==> config.mk <==
export PLATFORM = sky130hd
export DESIGN_NAME = sid_table_sched
export DESIGN_NICKNAME = d
export VERILOG_FILES = /design/src/rtl/sid_table_sched.sv
export SDC_FILE = /design/constraint.sdc
export NUM_CORES = 1
export LEC_CHECK = 0
export BUFFER_PORTS_ARGS = -buffer_cell sky130_fd_sc_hd__buf_2
export CORE_MARGIN = 2
export CORE_UTILIZATION = 47
export CTS_CLUSTER_SIZE = 12
export DETAILED_ROUTE_END_ITERATION = 16
export PLACE_DENSITY = 0.8
export SLEW_MARGIN = 40
export SYNTH_ARGS = -nofsm -noshare
export SYNTH_HDL_FRONTEND = slang
export SYNTH_SLANG_ARGS = --single-unit
==> constraint.sdc <==
create_clock -name clk -period 2.8 [get_ports clk]
set_clock_uncertainty 0.2 [all_clocks]
set_input_delay 0.56 -clock clk [delete_from_list [all_inputs] [get_ports clk]]
set_output_delay 0.56 -clock clk [all_outputs]
set_load 0.01 [all_outputs]
==> src/rtl/sid_table_sched.sv <==
// sid_table_sched: shares one combined-waveform table among NVOICE voices, one scan per ce_1m
// ports: clk, reset_n (async low); ce_1m/en start a scan; overrun_clr clears overrun;
//        acc_ps_in/acc_t_in per-voice addresses; tbl_acc_ps/tbl_acc_t to table; tbl_* table data;
//        st_out/pt_out/ps_out/pst_out per-voice results; busy, done pulse, sticky overrun
module sid_table_sched #(
   parameter int NVOICE = 3,
   parameter int LAT    = 2,
   parameter int AW     = 12
) (
   input  logic                 clk,
   input  logic                 reset_n,
   input  logic                 ce_1m,
   input  logic                 en,
   input  logic                 overrun_clr,
   input  logic [NVOICE*AW-1:0] acc_ps_in,
   input  logic [NVOICE*AW-1:0] acc_t_in,
   output logic [AW-1:0]        tbl_acc_ps,
   output logic [AW-1:0]        tbl_acc_t,
   input  logic [7:0]           tbl_st,
   input  logic [7:0]           tbl_pt,
   input  logic [7:0]           tbl_ps,
   input  logic [7:0]           tbl_pst,
   output logic [NVOICE*8-1:0]  st_out,
   output logic [NVOICE*8-1:0]  pt_out,
   output logic [NVOICE*8-1:0]  ps_out,
   output logic [NVOICE*8-1:0]  pst_out,
   output logic                 busy,
   output logic                 done,
   output logic                 overrun
);
   localparam int IW = NVOICE > 1 ? $clog2(NVOICE) : 1;
   localparam int CW = LAT > 1 ? $clog2(LAT) : 1;
   typedef enum logic [1:0] {IDLE, ISSUE, WAIT, CAPTURE} state_t;
   state_t state;
   logic [IW-1:0] idx;
   logic [CW-1:0] cnt;
   always_ff @(posedge clk or negedge reset_n) begin
      if (!reset_n) begin
         state      <= IDLE;
         idx        <= '0;
         cnt        <= '0;
         tbl_acc_ps <= '0;
         tbl_acc_t  <= '0;
         st_out     <= '0;
         pt_out     <= '0;
         ps_out     <= '0;
         pst_out    <= '0;
         busy       <= 1'b0;
         done       <= 1'b0;
         overrun    <= 1'b0;
      end else begin
         done <= 1'b0;
         // a start request during a scan is lost; flag it, and let it beat a same-cycle clear
         if (state != IDLE && ce_1m && en) overrun <= 1'b1;
         else if (overrun_clr) overrun <= 1'b0;
         case (state)
            IDLE: if (ce_1m && en) begin
               idx   <= '0;
               state <= ISSUE;
               busy  <= 1'b1;
            end
            ISSUE: begin
               tbl_acc_ps <= acc_ps_in[AW*idx +: AW];
               tbl_acc_t  <= acc_t_in[AW*idx +: AW];
               cnt        <= '0;
               state      <= WAIT;
            end
            WAIT: if (cnt == CW'(LAT - 1)) state <= CAPTURE;
                  else cnt <= cnt + 1'b1;
            CAPTURE: begin
               st_out[8*idx +: 8]  <= tbl_st;
               pt_out[8*idx +: 8]  <= tbl_pt;
               ps_out[8*idx +: 8]  <= tbl_ps;
               pst_out[8*idx +: 8] <= tbl_pst;
               if (idx == IW'(NVOICE - 1)) begin
                  state <= IDLE;
                  busy  <= 1'b0;
                  done  <= 1'b1;
               end else begin
                  idx   <= idx + 1'b1;
                  state <= ISSUE;
               end
            end
            default: state <= IDLE;
         endcase
      end
   end
endmodule

# After elaboration in Yosys (flattened, before gate mapping)
# Cells that the tools add are included.
totals:
  ff_bits: 128
  elab_cells: 62
op_classes:
  n_eq_ne: 8
  n_addsub: 3
  n_mux: 20
  n_reduce_logical: 11
  multipliers: 1
  n_shift: 7
op_table:
  columns: ["cell", "n"]
  rows:
  - ["8-bit by 34-bit indexed part select with 24-bit output", 4]
  - ["24-bit bitwise mux", 4]
  - ["36-bit by 7-bit indexed part select with 12-bit output", 2]
  - ["5-bit negator with 34-bit output", 1]
  - ["8-bit by 34-bit variable shift with 24-bit output, first input constant", 1]
  - ["1-bit 2-to-1 mux", 8]
  - ["2-bit 2-to-1 mux", 4]
  - ["2-bit inequality test, second input constant", 4]
  - ["2-bit case mux with 4 select lines", 1]
  - ["2-bit nonzero test", 4]
  - ["2-bit == test, second input constant", 3]
  - ["3-bit AND reduction", 2]
  - ["2-bit by 2-bit multiplier with 4-bit output, first input constant", 1]
  - ["1-bit case mux with 2 select lines", 2]
  - ["2-bit case mux with 2 select lines", 1]
  - ["1-bit logical AND", 3]
  - ["2-bit by 1-bit adder with 2-bit output, second input constant", 1]
  - ["2-bit by 1-bit == test with 1-bit output, second input constant", 1]
  - ["2-bit logical NOT", 1]
  - ["2-bit AND reduction", 1]
  - ["1-bit adder, second input constant", 1]

# Depth between registers and ports, before layout
depth:
  depth_word: 4
  mapped_depth: 8

# Worst setup path after synthesis
# Ideal clock, no wire load.
synth_path:
  path_type: "reg2reg"
  startpoint: "reg idx[0]"
  endpoint: "reg ps_out[10]"
  arrival_ns: 1.890
  required_ns: 2.535
  n_path_buf: 2
  path_stages_with_launch: 8
  setup_slack_ns: 0.645
  cell_sequence: "dfrtp_1 inv_1 buf_1 ha_1 nand3b_1 nor3_4 buf_6 a22o_1"
synth_between:
  elab_chain_cells: 3
synth_rtl:
  columns: ["element", "line_no", "source"]
  rows:
  - ["start: declaration", "35", "logic [IW-1:0] idx;"]
  - ["start signal: assignment", "80", "idx <= idx + 1'b1;"]
  - ["5-bit negator with 34-bit output *", "73", "ps_out[8*idx +: 8] <= tbl_ps;"]
  - ["8-bit by 34-bit indexed part select with 24-bit output / 8-bit by 34-bit variable shift with 24-bit output (equally long branches)", "73", null]
  - ["24-bit bitwise mux *", "73", null]
  - ["end signal: indexed assignment", "73", null]
  - ["end: declaration", "25", "output logic [NVOICE*8-1:0] ps_out,"]
# Mark *: on every way between the ends. The rest lies on a longest branch, timed or not.
# A chain may end at the register's enable or synchronous reset.

# Worst setup path in the final report
layout_path:
  startpoint: "reg idx[0]"
  endpoint: "reg st_out[16]"
layout_between:
  elab_chain_cells: 3
layout_rtl:
  columns: ["element", "line_no", "source"]
  rows:
  - ["5-bit negator with 34-bit output *", "71", "st_out[8*idx +: 8] <= tbl_st;"]
  - ["8-bit by 34-bit indexed part select with 24-bit output / 8-bit by 34-bit variable shift with 24-bit output (equally long branches)", "71", null]
  - ["24-bit bitwise mux *", "71", null]
  - ["end signal: indexed assignment", "71", null]
  - ["end: declaration", "23", "output logic [NVOICE*8-1:0] st_out,"]
# Marked as above.

==> qor.txt <==
Die H - 110 um
Total grt overflow - 0
Final setup violation count - 0
Antenna Violating Nets Remaining - 0
Syn avg cell area - 12.4 um2
Worst-margin pin slew - 0.665 ns
Clk sink count - 128
Nets - 775
Seq/Total Area, Yosys - 0.609
Post-synthesis to final-layout area growth - 37.2%
Seq pwr share - 0.364
Final HPWL DP - 10300 um
DR iter-0 viols - 284
Most common cell after layout, fill and taps aside - buf_2
Max-cap viol count - 0
Tot GR Track Use - 0.246
CTS max path bufs - 2
Switching part of the total - 0.355
Pin count of the biggest net entering global routing - 49
Die area - 0.0120 mm2
Syn_nets - 542
Vias per cell - 5.52
Status - completed
Worst Setup Path Type - register to register
Die width - 110 um
CP required - 2.99 ns
Antenna diodes - 0
Mapped cell area - 0.00526 mm2
Leakage power - 3.83 nW
Layout cells sized above 1 - 0.448
P per Cell Area - 1230 mW/mm2
Synth warnings - 0
Worst Reg-to-Reg Cells - 6
Setup TNS - 0 ns
Most frequent cells in the layout - buf_2 (230), dfrtp_1 (128), a22o_1 (96)
CTS tree - built
CTS Root Buffer Type - clkbuf_8
Min Tclk post-route - 2.29 ns
RSZ-0062 raised after global routing - false
Max Fanout on Critical Path - 26
Flop2flop setup slack - 0.51 ns
Worst setup EP type - register
Comb pwr share - 0.381
Site Rows - 38
F_max - 437 MHz
Period Utilization, post-route - 0.818
Final WL - 14500 um
VDD IR-drop max - 630 uV
Worst Path Arrival - 2.49 ns
First-pass GRT wire length - 22300 um
Port bufs - 231
Starting Density - 0.483
Hold WC Path Type - input pin to register
Critical path destination - st_out[16]$_DFFE_PN0P_
Worst r2r src - idx[0]$_DFFE_PN0P_
Flops & latches, synth - 128
Clock transition at path regs - 0.06 ns
Worst skew pair latency - 0.51 ns
Final Non-Filler Cells - 809
CTS resizes - 0
DR WL/cell - 17.9 um
Filler cells - 806
Initial DRT Pass Iterations - 5
Mapped Cells - 423
Placer Congestion - 0.854
Num CTS Buffers - 17
Reg2reg end - st_out[16]$_DFFE_PN0P_
Synth cell types - 32
Int Power - 0.00573 W
Ports - 232
Clk pwr share - 0.255
Critical Path Source Type - register
Placed cells - 776
Slew Limit Fails - 0
Core box area - 0.0109 mm2
Relative slew slack - 0.555
H-tree depth - 4
P_sw - 0.00315 W
Vias after detailed routing - 4466
Initial antenna violation count - 0
Final hold viol count - 0
Remaining DRCs - 0
Critical Path Source - idx[0]$_DFFE_PN0P_
Number of global-route vias before repair - 4417
## cell usage after synthesis
master	n	area, um2
nor3_4	1	16.3
nor2b_1	3	18.8
inv_1	6	22.5
dfrtp_1	128	3200
o21a_1	1	7.51
o22ai_1	1	6.26
o311ai_0	1	8.76
a22o_1	96	841
mux2_2	24	270
mux2_1	1	11.3
o31ai_1	1	7.51
nand2b_1	1	6.26
and2_1	1	6.26
clkbuf_1	14	52.6
mux2i_1	2	20.0
nor3_1	2	10.0
o21ai_0	2	10.0
nor2_1	28	105
a2bb2oi_1	1	8.76
o221ai_1	1	8.76
o2bb2ai_1	1	8.76
buf_4	2	15.0
buf_6	2	22.5
nand4bb_1	1	11.3
a31oi_1	23	144
buf_2	10	50.1
buf_1	2	7.51
nor3_2	1	10.0
nand3b_1	2	15.0
a21boi_1	1	7.51
ha_1	10	125
nand2_1	53	199
## kinds of logic after synthesis
group,Yosys count,synth area share
muxes,27,0.0574
buffers and inverters,36,0.0324
AOI/OAI and AO/OA,129,0.201
DFF,128,0.609
and+or+nand+nor,93,0.0757
adders and majority gates,10,0.0238
## state kept, by name, summed over array words and instances, names as in the netlist
signal      flops
pst_out        24
state           2
busy            1
idx             2
st_out         24
overrun         1
cnt             1
tbl_acc_ps     12
ps_out         24
tbl_acc_t      12
pt_out         24
done            1
## metrics by stage
| stage | utilization | worst slack [ns] | hold WS, ns | area (um2) | total power (W) |
|---|---|---|---|---|---|
| after CTS | 0.662 | 0.501 | 0.00773 | 7210 | 0.00895 |
| after detailed placement | 0.605 | 0.495 | 0.285 | 6590 | 0.00665 |
| after global placement | 0.605 | 0.616 | 0.259 | 6590 | 0.00651 |
| after floorplan | - | 0.645 | 0.0644 | 5260 | 0.00519 |
| final | 0.662 | 0.509 | 0.0332 | 7210 | 0.00888 |
| after global routing | 0.662 | 0.349 | 0.00931 | 7210 | 0.00947 |
## worst min-delay path by stage
stage | startpoint | to | slack [ns] | cells after the start
floorplan | reset_n | busy$_DFFE_PN0P_ | 0.06 | 0
global placement | tbl_acc_ps[6]$_DFFE_PN0N_ | tbl_acc_ps[6]$_DFFE_PN0N_ | 0.26 | 1
detailed placement | tbl_acc_ps[6]$_DFFE_PN0N_ | tbl_acc_ps[6]$_DFFE_PN0N_ | 0.29 | 1
CTS | overrun_clr | overrun$_DFFE_PN0P_ | 0.008 | 2
global route | overrun_clr | overrun$_DFFE_PN0P_ | 0.009 | 2
finish | overrun_clr | overrun$_DFFE_PN0P_ | 0.03 | 2
## power groups by stage
stage               clock network [W]  logic, W  registers (W)
CTS                           0.00230   0.00342        0.00323
global route                  0.00240   0.00375        0.00333
detailed placement                  0   0.00341        0.00324
floorplan                           0   0.00162        0.00357
global placement                    0   0.00330        0.00321
finish                        0.00227   0.00338        0.00323
## timing repair
item | CTS | global route
hold buffers | 1 | 0
hold endpoints to repair | 40 | 0
buffers inserted | 0 | 0
endpoints found under the setup margin | 0 | 0
## critical path: stages, from the launching register on
cell and delay (ns):
dfrtp_1 0.47, inv_1 0.12, buf_4 0.28, ha_1 0.22
nand2_1 0.28, buf_4 0.33, a22o_1 0.26
## layer usage
metal	up-vias	GRT usage	wire [um]
met4	0	0.0841	222
met5	-	0	0
met3	20	0.0812	1310
met1	2186	0.295	5710
met2	234	0.417	7280
li1	2026	-	-
## cell type report
cell class,instances,area (um2),share of cell area
multi-input combinational,259,1890,0.262
clock buffer,19,422,0.0585
timing repair buffer,244,1310,0.182
inverter,6,22.5,0.00312
tap,140,175,0.0243
sequential,128,3200,0.444
clock inverter,13,186,0.0259
Note: power is estimated with default switching activity, not from simulation.
